===== src/rtl/ddr3_dly_pkg.sv =====
// Shared types and defaults for the DDR3 lane delay-line sequencer.
package ddr3_dly_pkg;
  localparam int DLY_SETTLE_CYC_DEF = 4;

  typedef enum logic [1:0] {
    OP_LOAD = 2'b00,
    OP_INC  = 2'b01,
    OP_DEC  = 2'b10,
    OP_SET  = 2'b11
  } dly_op_e;

  typedef enum logic [2:0] {
    ST_IDLE,
    ST_LOAD,
    ST_LSETTLE,
    ST_PREP,
    ST_MOVE,
    ST_SETTLE,
    ST_DONE
  } dly_state_e;
endpackage


===== src/rtl/ddr3_dly_tap_cnt.sv =====
// Shadow tap counter for one IOD channel: clear wins, then saturating inc, then saturating dec.
module ddr3_dly_tap_cnt #(
  parameter int TAP_W   = 8,
  parameter int TAP_MAX = 127
) (
  input  logic             i_clk,
  input  logic             i_rst,
  input  logic             i_clr,
  input  logic             i_inc,
  input  logic             i_dec,
  output logic [TAP_W-1:0] o_tap
);
  localparam logic [TAP_W-1:0] LP_MAX = TAP_W'(TAP_MAX);
  localparam logic [TAP_W-1:0] LP_ONE = TAP_W'(1);

  logic [TAP_W-1:0] r_tap;

  always_ff @(posedge i_clk or posedge i_rst) begin
    if (i_rst) begin
      r_tap <= '0;
    end else if (i_clr) begin
      r_tap <= '0;
    end else if (i_inc && (r_tap != LP_MAX)) begin
      r_tap <= r_tap + LP_ONE;
    end else if (i_dec && (r_tap != '0)) begin
      r_tap <= r_tap - LP_ONE;
    end
  end

  assign o_tap = r_tap;
endmodule


===== src/rtl/ddr3_lane_dly_ctrl.sv =====
// Delay-line sequencer for one DDR3 PHY lane: spaced LOAD/DIRECTION/MOVE pulses with shadow taps.
// Define DDR_DLY_BROADCAST_EN to let CMD_CH == NUM_CH drive all channels in lockstep.
module ddr3_lane_dly_ctrl
  import ddr3_dly_pkg::*;
#(
  parameter int NUM_CH     = 9,
  parameter int TAP_W      = 8,
  parameter int TAP_MAX    = 127,
  parameter int SETTLE_CYC = DLY_SETTLE_CYC_DEF
) (
  input  logic                        FAB_CLK,
  input  logic                        ARST,
  input  logic                        CMD_VALID,
  output logic                        CMD_READY,
  input  logic [$clog2(NUM_CH+1)-1:0] CMD_CH,
  input  logic [1:0]                  CMD_OP,
  input  logic [TAP_W-1:0]            CMD_STEPS,
  output logic                        DONE,
  output logic                        ERR,
  output logic [NUM_CH*TAP_W-1:0]     TAP_VAL,
  output logic [NUM_CH-1:0]           DELAY_LINE_MOVE,
  output logic [NUM_CH-1:0]           DELAY_LINE_DIRECTION,
  output logic [NUM_CH-1:0]           DELAY_LINE_LOAD,
  input  logic [NUM_CH-1:0]           DELAY_LINE_OUT_OF_RANGE
);
  localparam int CHW   = $clog2(NUM_CH + 1);
  localparam int CNT_W = $clog2(SETTLE_CYC + 1);
  localparam logic [CHW-1:0]   BCAST_CH  = CHW'(NUM_CH);
  localparam logic [TAP_W-1:0] TAP_MAX_V = TAP_W'(TAP_MAX);
  localparam logic [TAP_W-1:0] TAP_ONE   = TAP_W'(1);
  localparam logic [CNT_W-1:0] CNT_LAST  = CNT_W'(SETTLE_CYC - 1);

  dly_state_e        r_state, w_state_nxt;
  dly_op_e           r_op, w_op_nxt;
  logic [NUM_CH-1:0] r_mask, w_mask_nxt;
  logic [TAP_W-1:0]  r_rem, w_rem_nxt;
  logic              r_err, w_err_nxt;
  logic [CNT_W-1:0]  r_cnt, w_cnt_nxt;
  logic              r_live;

  logic [TAP_W-1:0]  w_tap [NUM_CH];
  logic [NUM_CH-1:0] w_clr, w_inc, w_dec;
  logic [NUM_CH-1:0] w_act, w_clip, w_edge;
  logic [NUM_CH-1:0] w_cmd_mask;
  logic              w_cmd_legal;
  logic              w_oor, w_more;

  // One remaining-step counter serves every channel: a channel drops out once its own tap hits the limit.
  always_comb begin
    w_act  = '0;
    w_clip = '0;
    w_edge = '0;
    for (int c = 0; c < NUM_CH; c++) begin
      if (r_op == OP_DEC) begin
        w_act[c]  = r_mask[c] && (r_rem != '0) && (w_tap[c] != '0);
        w_clip[c] = r_mask[c] && (w_tap[c] < r_rem);
        w_edge[c] = (w_tap[c] == TAP_ONE);
      end else begin
        w_act[c]  = r_mask[c] && (r_rem != '0) && (w_tap[c] != TAP_MAX_V);
        w_clip[c] = r_mask[c] && ((TAP_MAX_V - w_tap[c]) < r_rem);
        w_edge[c] = (w_tap[c] == (TAP_MAX_V - TAP_ONE));
      end
    end
  end

  assign w_oor  = |(DELAY_LINE_OUT_OF_RANGE & r_mask);
  assign w_more = (r_rem > TAP_ONE) && (|(w_act & ~w_edge));

  always_comb begin
    w_cmd_legal = 1'b0;
    w_cmd_mask  = '0;
    if (CMD_CH < BCAST_CH) begin
      w_cmd_legal = 1'b1;
      w_cmd_mask  = NUM_CH'(1) << CMD_CH;
    end
`ifdef DDR_DLY_BROADCAST_EN
    else if (CMD_CH == BCAST_CH) begin
      w_cmd_legal = 1'b1;
      w_cmd_mask  = '1;
    end
`endif
  end

  always_comb begin
    w_state_nxt = r_state;
    w_op_nxt    = r_op;
    w_mask_nxt  = r_mask;
    w_rem_nxt   = r_rem;
    w_err_nxt   = r_err;
    w_cnt_nxt   = r_cnt;
    w_clr       = '0;
    w_inc       = '0;
    w_dec       = '0;
    unique case (r_state)
      ST_IDLE: begin
        if (CMD_VALID && r_live) begin
          w_op_nxt   = dly_op_e'(CMD_OP);
          w_rem_nxt  = CMD_STEPS;
          w_mask_nxt = w_cmd_mask;
          w_err_nxt  = !w_cmd_legal;
          if (!w_cmd_legal) begin
            w_state_nxt = ST_DONE;
          end else if ((dly_op_e'(CMD_OP) == OP_LOAD) || (dly_op_e'(CMD_OP) == OP_SET)) begin
            w_state_nxt = ST_LOAD;
          end else begin
            w_state_nxt = ST_PREP;
          end
        end
      end
      ST_LOAD: begin
        w_clr       = r_mask;
        w_cnt_nxt   = CNT_LAST;
        w_state_nxt = ST_LSETTLE;
      end
      ST_LSETTLE: begin
        if (r_cnt != '0) begin
          w_cnt_nxt = r_cnt - CNT_W'(1);
        end else if (r_op == OP_SET) begin
          // SET continues as an INC from tap 0; a target beyond range is clipped.
          w_op_nxt = OP_INC;
          if (r_rem > TAP_MAX_V) begin
            w_rem_nxt = TAP_MAX_V;
            w_err_nxt = 1'b1;
          end
          w_state_nxt = ST_PREP;
        end else begin
          w_state_nxt = ST_DONE;
        end
      end
      ST_PREP: begin
        if (|w_clip) w_err_nxt = 1'b1;
        w_state_nxt = (|w_act) ? ST_MOVE : ST_DONE;
      end
      ST_MOVE: begin
        w_cnt_nxt   = CNT_LAST;
        w_state_nxt = ST_SETTLE;
      end
      ST_SETTLE: begin
        if (r_cnt != '0) begin
          w_cnt_nxt = r_cnt - CNT_W'(1);
        end else if (w_oor) begin
          w_err_nxt   = 1'b1;
          w_state_nxt = ST_DONE;
        end else begin
          if (r_op == OP_DEC) w_dec = w_act;
          else                w_inc = w_act;
          w_rem_nxt   = r_rem - TAP_ONE;
          w_state_nxt = w_more ? ST_MOVE : ST_DONE;
        end
      end
      ST_DONE: begin
        w_state_nxt = ST_IDLE;
      end
      default: begin
        w_state_nxt = ST_IDLE;
      end
    endcase
  end

  always_ff @(posedge FAB_CLK or posedge ARST) begin
    if (ARST) begin
      r_state <= ST_IDLE;
      r_op    <= OP_LOAD;
      r_mask  <= '0;
      r_rem   <= '0;
      r_err   <= 1'b0;
      r_cnt   <= '0;
      r_live  <= 1'b0;
    end else begin
      r_state <= w_state_nxt;
      r_op    <= w_op_nxt;
      r_mask  <= w_mask_nxt;
      r_rem   <= w_rem_nxt;
      r_err   <= w_err_nxt;
      r_cnt   <= w_cnt_nxt;
      r_live  <= 1'b1;
    end
  end

  // Outputs decode straight from state so an asserted ARST silences them immediately.
  assign CMD_READY            = r_live && (r_state == ST_IDLE);
  assign DONE                 = (r_state == ST_DONE);
  assign ERR                  = (r_state == ST_DONE) && r_err;
  assign DELAY_LINE_LOAD      = (r_state == ST_LOAD) ? r_mask : '0;
  assign DELAY_LINE_MOVE      = (r_state == ST_MOVE) ? w_act : '0;
  assign DELAY_LINE_DIRECTION = (((r_state == ST_PREP) || (r_state == ST_MOVE) ||
                                  (r_state == ST_SETTLE)) && (r_op == OP_INC)) ? r_mask : '0;

  for (genvar g = 0; g < NUM_CH; g++) begin : g_ch
    ddr3_dly_tap_cnt #(
      .TAP_W   (TAP_W),
      .TAP_MAX (TAP_MAX)
    ) u_tap_cnt (
      .i_clk (FAB_CLK),
      .i_rst (ARST),
      .i_clr (w_clr[g]),
      .i_inc (w_inc[g]),
      .i_dec (w_dec[g]),
      .o_tap (w_tap[g])
    );
    assign TAP_VAL[g*TAP_W +: TAP_W] = w_tap[g];
  end
endmodule


===== config.mk =====
export PLATFORM = sky130hd
export DESIGN_NAME = ddr3_lane_dly_ctrl
export DESIGN_NICKNAME = d
export VERILOG_FILES = /design/src/rtl/ddr3_dly_pkg.sv /design/src/rtl/ddr3_dly_tap_cnt.sv /design/src/rtl/ddr3_lane_dly_ctrl.sv
export SDC_FILE = /design/constraint.sdc
export NUM_CORES = 1
export LEC_CHECK = 0
export ABC_AREA = 1
export CORE_UTILIZATION = 53
export CTS_BUF_LIST = sky130_fd_sc_hd__clkbuf_4 sky130_fd_sc_hd__clkbuf_8 sky130_fd_sc_hd__clkbuf_16
export DETAILED_ROUTE_END_ITERATION = 6
export PLACE_DENSITY = 0.86
export SLEW_MARGIN = 20
export SYNTH_ARGS = -nofsm -noshare
export SYNTH_HDL_FRONTEND = slang
export SYNTH_SLANG_ARGS = --single-unit

===== constraint.sdc =====
create_clock -name FAB_CLK -period 3.07 [get_ports FAB_CLK]
set_input_delay 0.614 -clock FAB_CLK [delete_from_list [all_inputs] [get_ports FAB_CLK]]
set_output_delay 0.614 -clock FAB_CLK [all_outputs]
set_load 0.02 [all_outputs]

* Word level (Yosys, flattened, before mapping)
Cells that the tools add are included.
Storage, ports and cells: flip-flop bits (word level) 99, bits of input ports 26, output and inout port bits 102, logic and storage cells 324
Cells by class: $lt $le $gt $ge 21, reduce and logical (&&, ||, !) cells 110, add/subtract/negate cells 29, equal/unequal tests 46, bitwise gates (word level) 3, shift-type cells 1, multiplexer cells 98
Operators with widths (number):
- two-way mux 8 bit | 33
- less-than comparator 8 bit | 18
- two-way mux 9 bit | 12
- nonzero test 8 bit | 10
- subtractor 8 x 1 -> 8 bit, second input constant | 10
- adder 8 x 1 -> 8 bit, second input constant | 9
- == test 8 x 1 -> 1 bit, second input constant | 9
- == test 8 x 7 -> 1 bit, second input constant | 9
- != test 8 x 7 -> 1 bit, second input constant | 9
- subtractor 7 x 8 -> 8 bit, first input constant | 9
- logical AND 1 bit | 68
- OR reduction 9 bit | 4
- two-way mux 1 bit | 35
- nonzero test 3 bit | 11
- case mux 8 bit (3 select lines) | 1
- AND 9 bit | 2
- two-way mux 3 bit | 6
- case mux 3 bit (6 select lines) | 1
- != test 2 bit, second input constant | 8
- two-way mux 2 bit | 7
- == test 3 bit, second input constant | 3
- NOT 9 bit | 1
- << shifter 1 x 4 -> 9 bit, first input constant | 1
- greater-than comparator 8 x 1 -> 1 bit, second input constant | 1
- other kinds (23) | 31

* Longest topological paths before layout
depth in word-level cells 12, mapped depth 17, gate-level depth less buffers 17

* By module
From an unflattened synthesis, not the netlist that was laid out.
Unflattened totals: cell total of the unflattened synthesis 2029, area total of the unflattened synthesis 12798.5 um^2
By module, submodules not included:
- ddr3_dly_tap_cnt | area each 728.2 um^2, cells an instance 105, sequential area each 200.2 um^2, times used 9
- ddr3_lane_dly_ctrl | area each 6244.7 um^2, cells an instance 1084, sequential area each 675.6 um^2, times used 1

* Least setup slack after synthesis
Ideal clock, no wire load.
kind register to output, start point register r_rem[0], end point output port DELAY_LINE_MOVE[2], required time 2.456 ns, path slack 0.692 ns, buffers on the path 1, arrival 1.764 ns, cell stages (with the launch flop) 11, cells stage by stage dfrtp_1 clkbuf_1 inv_1 ha_1 nand2_1 nor2_2 nor2_1 inv_1 a21oi_1 inv_1 nor2_1
On the way: word-level cells in the longest chain between the ends 5, elaborated cells between the ends (all ways) 6, those cells by class 2 x mux; 4 x reduce/logical
RTL lines:
- from (decl) | line ddr3_lane_dly_ctrl.sv:36 | logic [TAP_W-1:0] r_rem, w_rem_nxt;
- from (signal assigned) | line ddr3_lane_dly_ctrl.sv:173 | r_rem <= w_rem_nxt;
- nonzero test 8 bit (*) | line ddr3_lane_dly_ctrl.sv:55, ddr3_lane_dly_ctrl.sv:59
- logical AND 1 bit (*) | line ddr3_lane_dly_ctrl.sv:55, ddr3_lane_dly_ctrl.sv:59
- logical AND 1 bit, on equally long branches | line ddr3_lane_dly_ctrl.sv:59, ddr3_lane_dly_ctrl.sv:55
- two-way mux 1 bit (*) | line ddr3_lane_dly_ctrl.sv:54 | if (r_op == OP_DEC) begin
- two-way mux 9 bit (*) | line ddr3_lane_dly_ctrl.sv:185 | assign DELAY_LINE_MOVE = (r_state == ST_MOVE) ? w_act : '0;
- to (decl) | line ddr3_lane_dly_ctrl.sv:21 | output logic [NUM_CH-1:0] DELAY_LINE_MOVE,
Every way passes the cells marked *; elsewhere a longest branch is shown, timed or not.

* Final worst setup path
start point register r_state[0], end point output port DELAY_LINE_LOAD[5]
On the way: word-level cells in the longest chain between the ends 2
RTL lines:
- from (decl) | line ddr3_lane_dly_ctrl.sv:33 | dly_state_e r_state, w_state_nxt;
- from (signal assigned) | line ddr3_lane_dly_ctrl.sv:170 | r_state <= w_state_nxt;
- == test 3 x 1 -> 1 bit | line ddr3_lane_dly_ctrl.sv:184 | assign DELAY_LINE_LOAD = (r_state == ST_LOAD) ? r_mask : '0;
- two-way mux 9 bit | line ddr3_lane_dly_ctrl.sv:184
- to (decl) | line ddr3_lane_dly_ctrl.sv:23 | output logic [NUM_CH-1:0] DELAY_LINE_LOAD,
Every way passes these cells.

==> impl_metrics.ini <==
[layout]
nFillCells = 1867
multiInputGateArea_um2 = 7890
num_antenna_cells = 0
fin_nets = 2102
seqCellArea_um2 = 2480
final_layout_size_suffix_gt1_frac = 0.0629
area_growth_pct = 19.7
design_area_um2 = 13700

[global_route]
grt_pass1_vias = 11600
grt_max_degree = 47
grt.overflow.total = 0
antenna_found_initial = 0
grt_usage = 0.333
grt_pass1_wl_mm = 58.2

[worst_setup_path]
critical_path_class = register to primary output
crit_path_start = r_state[0]
regToRegSetupSlack_ps = 350
crit_end = DELAY_LINE_LOAD[5]
r2r_start = r_state[2]
r2r-end = g_ch[0].u_tap_cnt.o_tap[5]
crit_family = buffers and inverters
startpoint_type = register
max_stage_delay_ps = 680
crit_required_ps = 2460
cp.arrival_ps = 2420
cp_max_fo = 9
r2r_cells = 13
critical_path_depth = 5
endpoint_kind = primary output
worstPathBufferInverterCount = 3
path_cells = inv_1, nor3_2, inv_2, nor2_1, clkdlybuf4s50_1
critical_path.slowest_cell = clkdlybuf4s50_1

[cts]
post_cts_resized = 15
postCtsHoldBufs = 0
postCtsSetupBuffers = 0
cts_tree = yes
insertion_delay_ps = 370
path_clk_slew_ps = 80
cts_buffers = 9
cts-htree-levels = 3
ctsRootBufferMaster = clkbuf_16
numClockSinks = 99
cts.path.max_buffers = 2

[route]
totalWireLength_mm = 36.6
drtIter0Drc = 1099
vias = 12500
viasPerCell = 5.68
dr.pass1.iters = 7
final_antenna_net_count = 0
drc = 1
avgRoutedWirePerCell_um = 16.7

[sta]
finalHoldViolCount = 0
slew_violations = 0
relSlewSlack = 0.435
min_period_ps = 3040
setup_viol = 0
setup-tns-final_ps = 0
worstMarginPinSlew_ps = 847
hold_ws_ps = 497
fmax_mhz = 329
fin_crit_sh = 0.989
clock_skew_ps = 12.6

[pwr]
ir_worst_vdd_v = 0.000543
p_sw_w = 0.00734
power_frac_clock = 0.091
power.leakage_nw = 6.86
p_per_area_nw_per_um2 = 980
switching_share = 0.548
power.internal_w = 0.00606
p_comb_frac = 0.713
power_frac_seq = 0.197
total_power_w = 0.0134

[synth]
yosysTopAreaCell = dfrtp_1
ys_top_cells_by_area = dfrtp_1 (22%), ha_1 (17%), nand2_1 (15%)
synth_area_um2 = 11400
ys.warnings.count = 0
ys.flop_type = dfrtp_1
ys_types = 52
synth_fp_nets = 1944
postSynth.asyncResetShare = 1.00
synth_seq_area_share = 0.217
syn-mean-instance-area_um2 = 6.49
synth_edf_count = 0
synth_cells = 1760
yosys.area.top_type_share = 0.217
ys_ff_latch = 99

[floorplanning]
io_pins = 128
dieWidth_um = 149
start_util = 0.541
die_y_um = 149
fp.coreArea_um2 = 21100
die-area_um2 = 22100
std_cell_rows = 53

[placed_design]
gp_congestion = 0.994
dp_hpwl_mm = 27.9
portBuffers = 127
placed_area_um2 = 13300

[flow_run]
drv_cap = 0

[status]
status = finished with violations
violations = DRC

[worst_hold_path]
hp-class = register to register
==> placed cells by master, fill, tap and decap left out, drive strengths merged, types with 9 or more instances in the layout <==
| cell type | instances |
|---|---|
| xnor2 | 10 |
| clkdlybuf4s50 | 118 |
| nand3 | 134 |
| nor3 | 37 |
| a21oi | 77 |
| clkbuf | 12 |
| ha | 158 |
| inv | 234 |
| nor2 | 217 |
| o21a | 9 |
| buf | 61 |
| o22ai | 11 |
| nand2 | 473 |
| dfrtp | 99 |
| o21ai | 88 |
| nand4 | 51 |
| xor2 | 63 |
==> area by class of cell <==
cell class              count  area share
multi-input cells        1382       0.577
flip-flops and latches     99       0.181
repair buffers            188       0.129
clock buffers              12      0.0181
inverters                 238      0.0656
well taps                 275      0.0252
clock inverters             4     0.00375
==> power by group through the flow <==
stage / registers (W) / clock network [W] / logic [W]
floorplan: 0.00276 / 0 / 0.00598
global placement: 0.00260 / 0 / 0.00895
detailed placement: 0.00261 / 0 / 0.00924
CTS: 0.00260 / 0.00122 / 0.00934
global route: 0.00270 / 0.00127 / 0.0106
finish: 0.00264 / 0.00121 / 0.00955
==> sequential cells by signal (all words and copies together), names as in the netlist <==
| name | cells |
|---|---|
| r_op | 2 |
| r_rem | 8 |
| r_live | 1 |
| r_cnt | 3 |
| r_err | 1 |
| g_ch.u_tap_cnt.o_tap | 72 |
| r_state | 3 |
| r_mask | 9 |
==> metal layers <==
metal,GRT usage,part of all wire
met5,0,0
met2,0.551,0.46
met4,0.162,0.045
met3,0.0492,0.095
met1,0.425,0.40
==> synthesized netlist by cell type (2+ instances only) <==
library cell / number
nand2_1: 470
inv_1: 226
nor2_1: 209
ha_1: 158
nand3_1: 133
dfrtp_1: 99
o21ai_0: 84
a21oi_1: 76
xor2_1: 63
nand4_1: 51
nor3_1: 33
clkbuf_1: 16
buf_2: 12
buf_4: 11
o22ai_1: 11
xnor2_1: 10
inv_2: 9
o21a_1: 9
nor2_2: 6
nor4_1: 6
nor3b_1: 5
o211ai_1: 5
o21bai_1: 5
a21boi_0: 4
o21ai_1: 4
or2_1: 4
clkinv_1: 3
nand2_2: 3
nand3b_1: 3
nor3_4: 3
o2111ai_1: 3
or2_2: 3
a211oi_1: 2
a31oi_1: 2
o311ai_0: 2
==> cell families after synthesis <==
logic type / share of synthesized area
simple gates: 0.352
other cells: 0.000328
flops: 0.217
fa+ha+maj: 0.173
buf+inv: 0.0974
xor+xnor: 0.0560
compound gates: 0.104
==> tightest hold or removal path: stages, from the launching register on <==
cell and delay, ps:
dfrtp_1 340, nand2_1 50, o21ai_0 70
==> stage by stage <==
stage / utilization / setup slack (ps) / std cells
after global placement: 0.631 / 234 / 2182
after floorplan: - / 692 / 1760
final: 0.648 / 33.2 / 2198
after detailed placement: 0.631 / 97.6 / 2182
after global routing: 0.648 / -25.4 / 2198
after CTS: 0.646 / 4.89 / 2198
==> worst min path at each step <==
stage                        start        to  slack (ps)  cells past startpoint
after CTS                 r_rem[1]  r_rem[1]         500                      2
after floorplan              r_err     r_err         430                      2
after detailed placement  r_rem[1]  r_rem[1]         490                      2
after global placement    r_rem[1]  r_rem[1]         470                      2
final                     r_rem[1]  r_rem[1]         500                      2
after global routing      r_cnt[0]  r_cnt[0]         530                      1
(Power assumes the default switching activity.)
==> patch 1: new RTL, same settings <==
Encoding of `dly_state_e`: now one-hot (7 bits for 7 states).
--- a/src/rtl/ddr3_dly_pkg.sv
+++ b/src/rtl/ddr3_dly_pkg.sv
@@ -9,14 +9,14 @@
     OP_SET  = 2'b11
   } dly_op_e;
 
-  typedef enum logic [2:0] {
-    ST_IDLE,
-    ST_LOAD,
-    ST_LSETTLE,
-    ST_PREP,
-    ST_MOVE,
-    ST_SETTLE,
-    ST_DONE
+  typedef enum logic [6:0] {
+    ST_IDLE    = 7'b0000001,
+    ST_LOAD    = 7'b0000010,
+    ST_LSETTLE = 7'b0000100,
+    ST_PREP    = 7'b0001000,
+    ST_MOVE    = 7'b0010000,
+    ST_SETTLE  = 7'b0100000,
+    ST_DONE    = 7'b1000000
   } dly_state_e;
 endpackage
 
Behaviour: no difference found for any inputs over 4 cycles, from zero or initial values and one cycle with ARST high; so few cycles prove little.
==> patch 1 against the original RTL <==
The run ends with negative setup slack left; largest power group unchanged; total power fell by 38%; via count barely moved; area after synthesis rose by 0.57%; sequential power fell by 28%; highest routed layer unchanged; sequential cell count rose by 4; setup slack got worse by 0.14 ns; routed wire length fell by 0.88%; clock power rose by 7%; count of clock-buffer cells in the layout fell by 2; register-to-register slack barely moved; maximum frequency fell by 4.5%; final area rose by 0.15%; combinational power fell by 46%.
==> patch 1: results (changes against the original RTL) <==
Critical path
  • Reg-to-reg critical path endpoint: g_ch[8].u_tap_cnt.o_tap[6]
  • R2R cell count: 14 (+1)
  • Worst EP arrival: 2.57 ns (+0.15 ns)
  • End of the critical path: DELAY_LINE_DIRECTION[4]
  • Worst Setup SP: r_state[4]

Logic synthesis
  • Post-Synth XOR/XNOR Area: 0.0480 (-0.00794)
  • Synth unique cells: 53 (+1.9%)
  • Synth Area in Compound Gates: 0.118 (+0.0135)
  • Seq/Total Area, Yosys: 0.225 (+0.00760)
  • Synth Area in Adders: 0.172 (-0.000981)
  • Avg Inst Size Synth: 6.58 sq um (+1.4%)
  • Ranking of synthesized cells by area: dfrtp_1, ha_1, nand2_1
  • Most common library cells after synthesis: nand2_1, inv_1, nor2_1

Final layout
  • Non-CTS buffers: 179 (-4.8%)
  • Seq area share: 0.188 (+0.00704)
  • Multi-input gate area: 0.00784 sq mm (-0.59%)
  • Count of non-CTS inverters in the layout: 231 (-2.9%)
  • Final cell count without fillers: 2168 (-1.4%)
  • Diode count: 2 (+2)
  • Layout clock area frac: 0.0232 (+0.00134)
  • Multi-input gates: 1362 (-1.4%)
  • Share of cells above drive strength 1: 0.0624 (-0.000522)
  • Signal buf overhead: 0.126 (-0.00284)
  • FFs & Latches: 103 (+4.0%)
  • # fillers: 1831 (-1.9%)

Worst hold path
  • Hold Path Origin: r_cnt[1]
  • Worst hold path endpoint: r_cnt[1]

Detailed routing
  • DR pass1 iterations: 6 (-1)
  • Initial DRC Count: 1169 (+6.4%)
  • Via count: 12500 (-0.096%)
  • Post-Route WL: 36300 um (-0.88%)
  • DRC: 0 (-1)
  • Routed wl met2: 16300 um (-3.6%)

Pwr
  • Worst vdd ir: 338 uV (-38%)
  • Leakage: 7.02 nW (+2.3%)

GRT
  • Total global-route track usage: 0.334 (+0.000351)
  • Global-route met2 utilization: 0.538 (-0.0135)
  • First-pass GRT wire length: 58800 um (+1.0%)
  • Met1 Resource Use GR: 0.428 (+0.00311)
  • Grt met3 use: 0.0465 (-0.00275)
  • Initial antenna violation count: 2 (+2)

Placement
  • Gp weighted congestion: 1.01 (+1.3%)
  • DP Cell Count: 2149 (-1.5%)
  • Pre-CTS WS: 0.141 ns (+0.0431 ns)

Timing
  • Setup ws final: -0.110 ns (-0.143 ns)
  • Worst-margin pin slew: 0.686 ns (-0.161 ns)
  • Fin Hold WS: 0.555 ns (+0.0578 ns)
  • Setup Viol. Count Final: 5 (+5)

CTS
  • Resize count post-CTS: 20 (+5)

Outcome
  • Status: finished with violations
  • Failing checks: negative setup slack
[patch 1: where the power goes]
part | internal (W) | leakage [nW] | switching, W | total [W]
registers | 0.00158 | 1.39 | 0.000321 | 0.00190
logic | 0.00182 | 5.48 | 0.00332 | 0.00514
clock network | 0.000723 | 0.152 | 0.000581 | 0.00130
total | 0.00412 | 7.02 | 0.00422 | 0.00834
[patch 1: per-stage QoR]
stage                     cell area (sq um)   util  setup TNS (ns)  power, W
after detailed placement              13300  0.629               0   0.00684
after global placement                13300  0.629               0   0.00666
after global routing                  13700  0.647          -0.592   0.00900
after floorplan                       11500      -               0   0.00526
after CTS                             13600  0.645          -0.670   0.00819
final                                 13700  0.647          -0.272   0.00834
[patch 1: critical path, cell delays in order, from the launching register on]
cell and delay (ns):
dfrtp_1 0.41, inv_1 0.14, nand3_1 0.20, nor4_2 0.33
o311ai_2 0.17, buf_4 0.20, nor2_1 0.12, clkdlybuf4s50_1 0.63
==> patch 2: new RTL, same settings <==
Without the edit above. Change the package constant `DLY_SETTLE_CYC_DEF` from 4 to 2.
--- a/src/rtl/ddr3_dly_pkg.sv
+++ b/src/rtl/ddr3_dly_pkg.sv
@@ -1,6 +1,6 @@
 // Shared types and defaults for the DDR3 lane delay-line sequencer.
 package ddr3_dly_pkg;
-  localparam int DLY_SETTLE_CYC_DEF = 4;
+  localparam int DLY_SETTLE_CYC_DEF = 2;
 
   typedef enum logic [1:0] {
     OP_LOAD = 2'b00,
Behaviour: not the same (Yosys sat finds a counterexample within 10 cycles, from zero or initial values and one cycle with ARST high).
==> patch 2 against the original RTL <==
Maximum frequency increased by 0.56%; clock power is 4% lower; final area increased by 1.0%; final cell count fell by 0.59%; total power increased by 13%; area after synthesis is 2.9% higher; sequential cell count fell by 1; die area is 2.9% higher; routed wire length decreased by 1.9%; setup slack improved by 0.017 ns; highest routed layer unchanged.
==> patch 2: results (changes against the original RTL) <==
Detailed routing
  • Routed wl met2: 16400 um (-3.2%)
  • Routed vias/inst: 5.66 (-0.36%)
  • Initial DRC Count: 1104 (+0.45%)
  • DR pass1 iterations: 6 (-1)
  • DR WL met3: 3080 um (-12%)
  • M1 WL: 14900 um (+2.4%)
  • Post-Route WL: 35900 um (-1.9%)

GRT
  • Largest net degree at the start of global routing: 41 (-13%)
  • Vias in the first global route: 11800 (+1.4%)
  • Grt met3 use: 0.0407 (-0.00857)
  • Total global-route track usage: 0.324 (-0.00934)
  • Met1 Resource Use GR: 0.420 (-0.00468)

Placement
  • Pre-CTS WS: 0.0926 ns (-0.00496 ns)
  • Cell Area, Placed: 0.0135 sq mm (+1.1%)
  • DP Cell Count: 2167 (-0.69%)
  • Hpwl dp: 27400 um (-2.0%)

Pwr
  • Internal Power: 0.00677 W (+12%)
  • Worst vdd ir: 629 uV (+16%)
  • Leakage: 6.95 nW (+1.3%)
  • Comb. pwr: 0.0112 W (+17%)
  • Sw Share: 0.555 (+0.00762)

Timing
  • Final Skew: 0.00995 ns (-0.00270 ns)
  • Worst relative slew slack: 0.376 (-0.0582)

Final layout
  • Final cell count without fillers: 2185 (-0.59%)
  • Net count, final: 2083 (-0.90%)
  • # fillers: 1942 (+4.0%)
  • Final core occ: 0.635 (-0.0135)
  • Share of cells above drive strength 1: 0.0745 (+0.0116)

Outcome
  • Status: completed

Logic synthesis
  • Syn nets: 1949 (+0.26%)
  • Ranking of synthesized cells by area: dfrtp_1, ha_1, nand2_1
  • Synth Area in Compound Gates: 0.0958 (-0.00851)
  • Synth Area in Adders: 0.167 (-0.00600)
  • Seq/Total Area, Yosys: 0.209 (-0.00832)
  • Most common library cells after synthesis: nand2_1, inv_1, nor2_1

CTS
  • Setup bufs post-CTS: 2 (+2)
## patch 2: worst paths after layout
kind / startpoint / end / slack, ns / cells after the start
min in group asynchronous: ARST / g_ch[5].u_tap_cnt.o_tap[1] / 0.68 / 2
max reg2reg: r_rem[7] / r_err / 0.59 / 13
min: r_err / r_err / 0.50 / 2
min reg2reg: r_err / r_err / 0.50 / 2
max: r_state[1] / DELAY_LINE_LOAD[8] / 0.05 / 6
max in group asynchronous: ARST / g_ch[3].u_tap_cnt.o_tap[1] / 1.72 / 3
## patch 2: layout make-up
cell class | instances | area share
Clock buffer | 11 | 0.0174
Tap cell | 280 | 0.0254
Sequential cell | 98 | 0.178
Clock inverter | 5 | 0.00281
Timing Repair Buffer | 179 | 0.125
Multi-Input combinational cell | 1382 | 0.588
Inverter | 230 | 0.0635
## patch 2: tightest hold or removal path: stages (launching register included)
cell	delay, ns
dfrtp_1	0.36
nand2_1	0.06
nand2_1	0.05
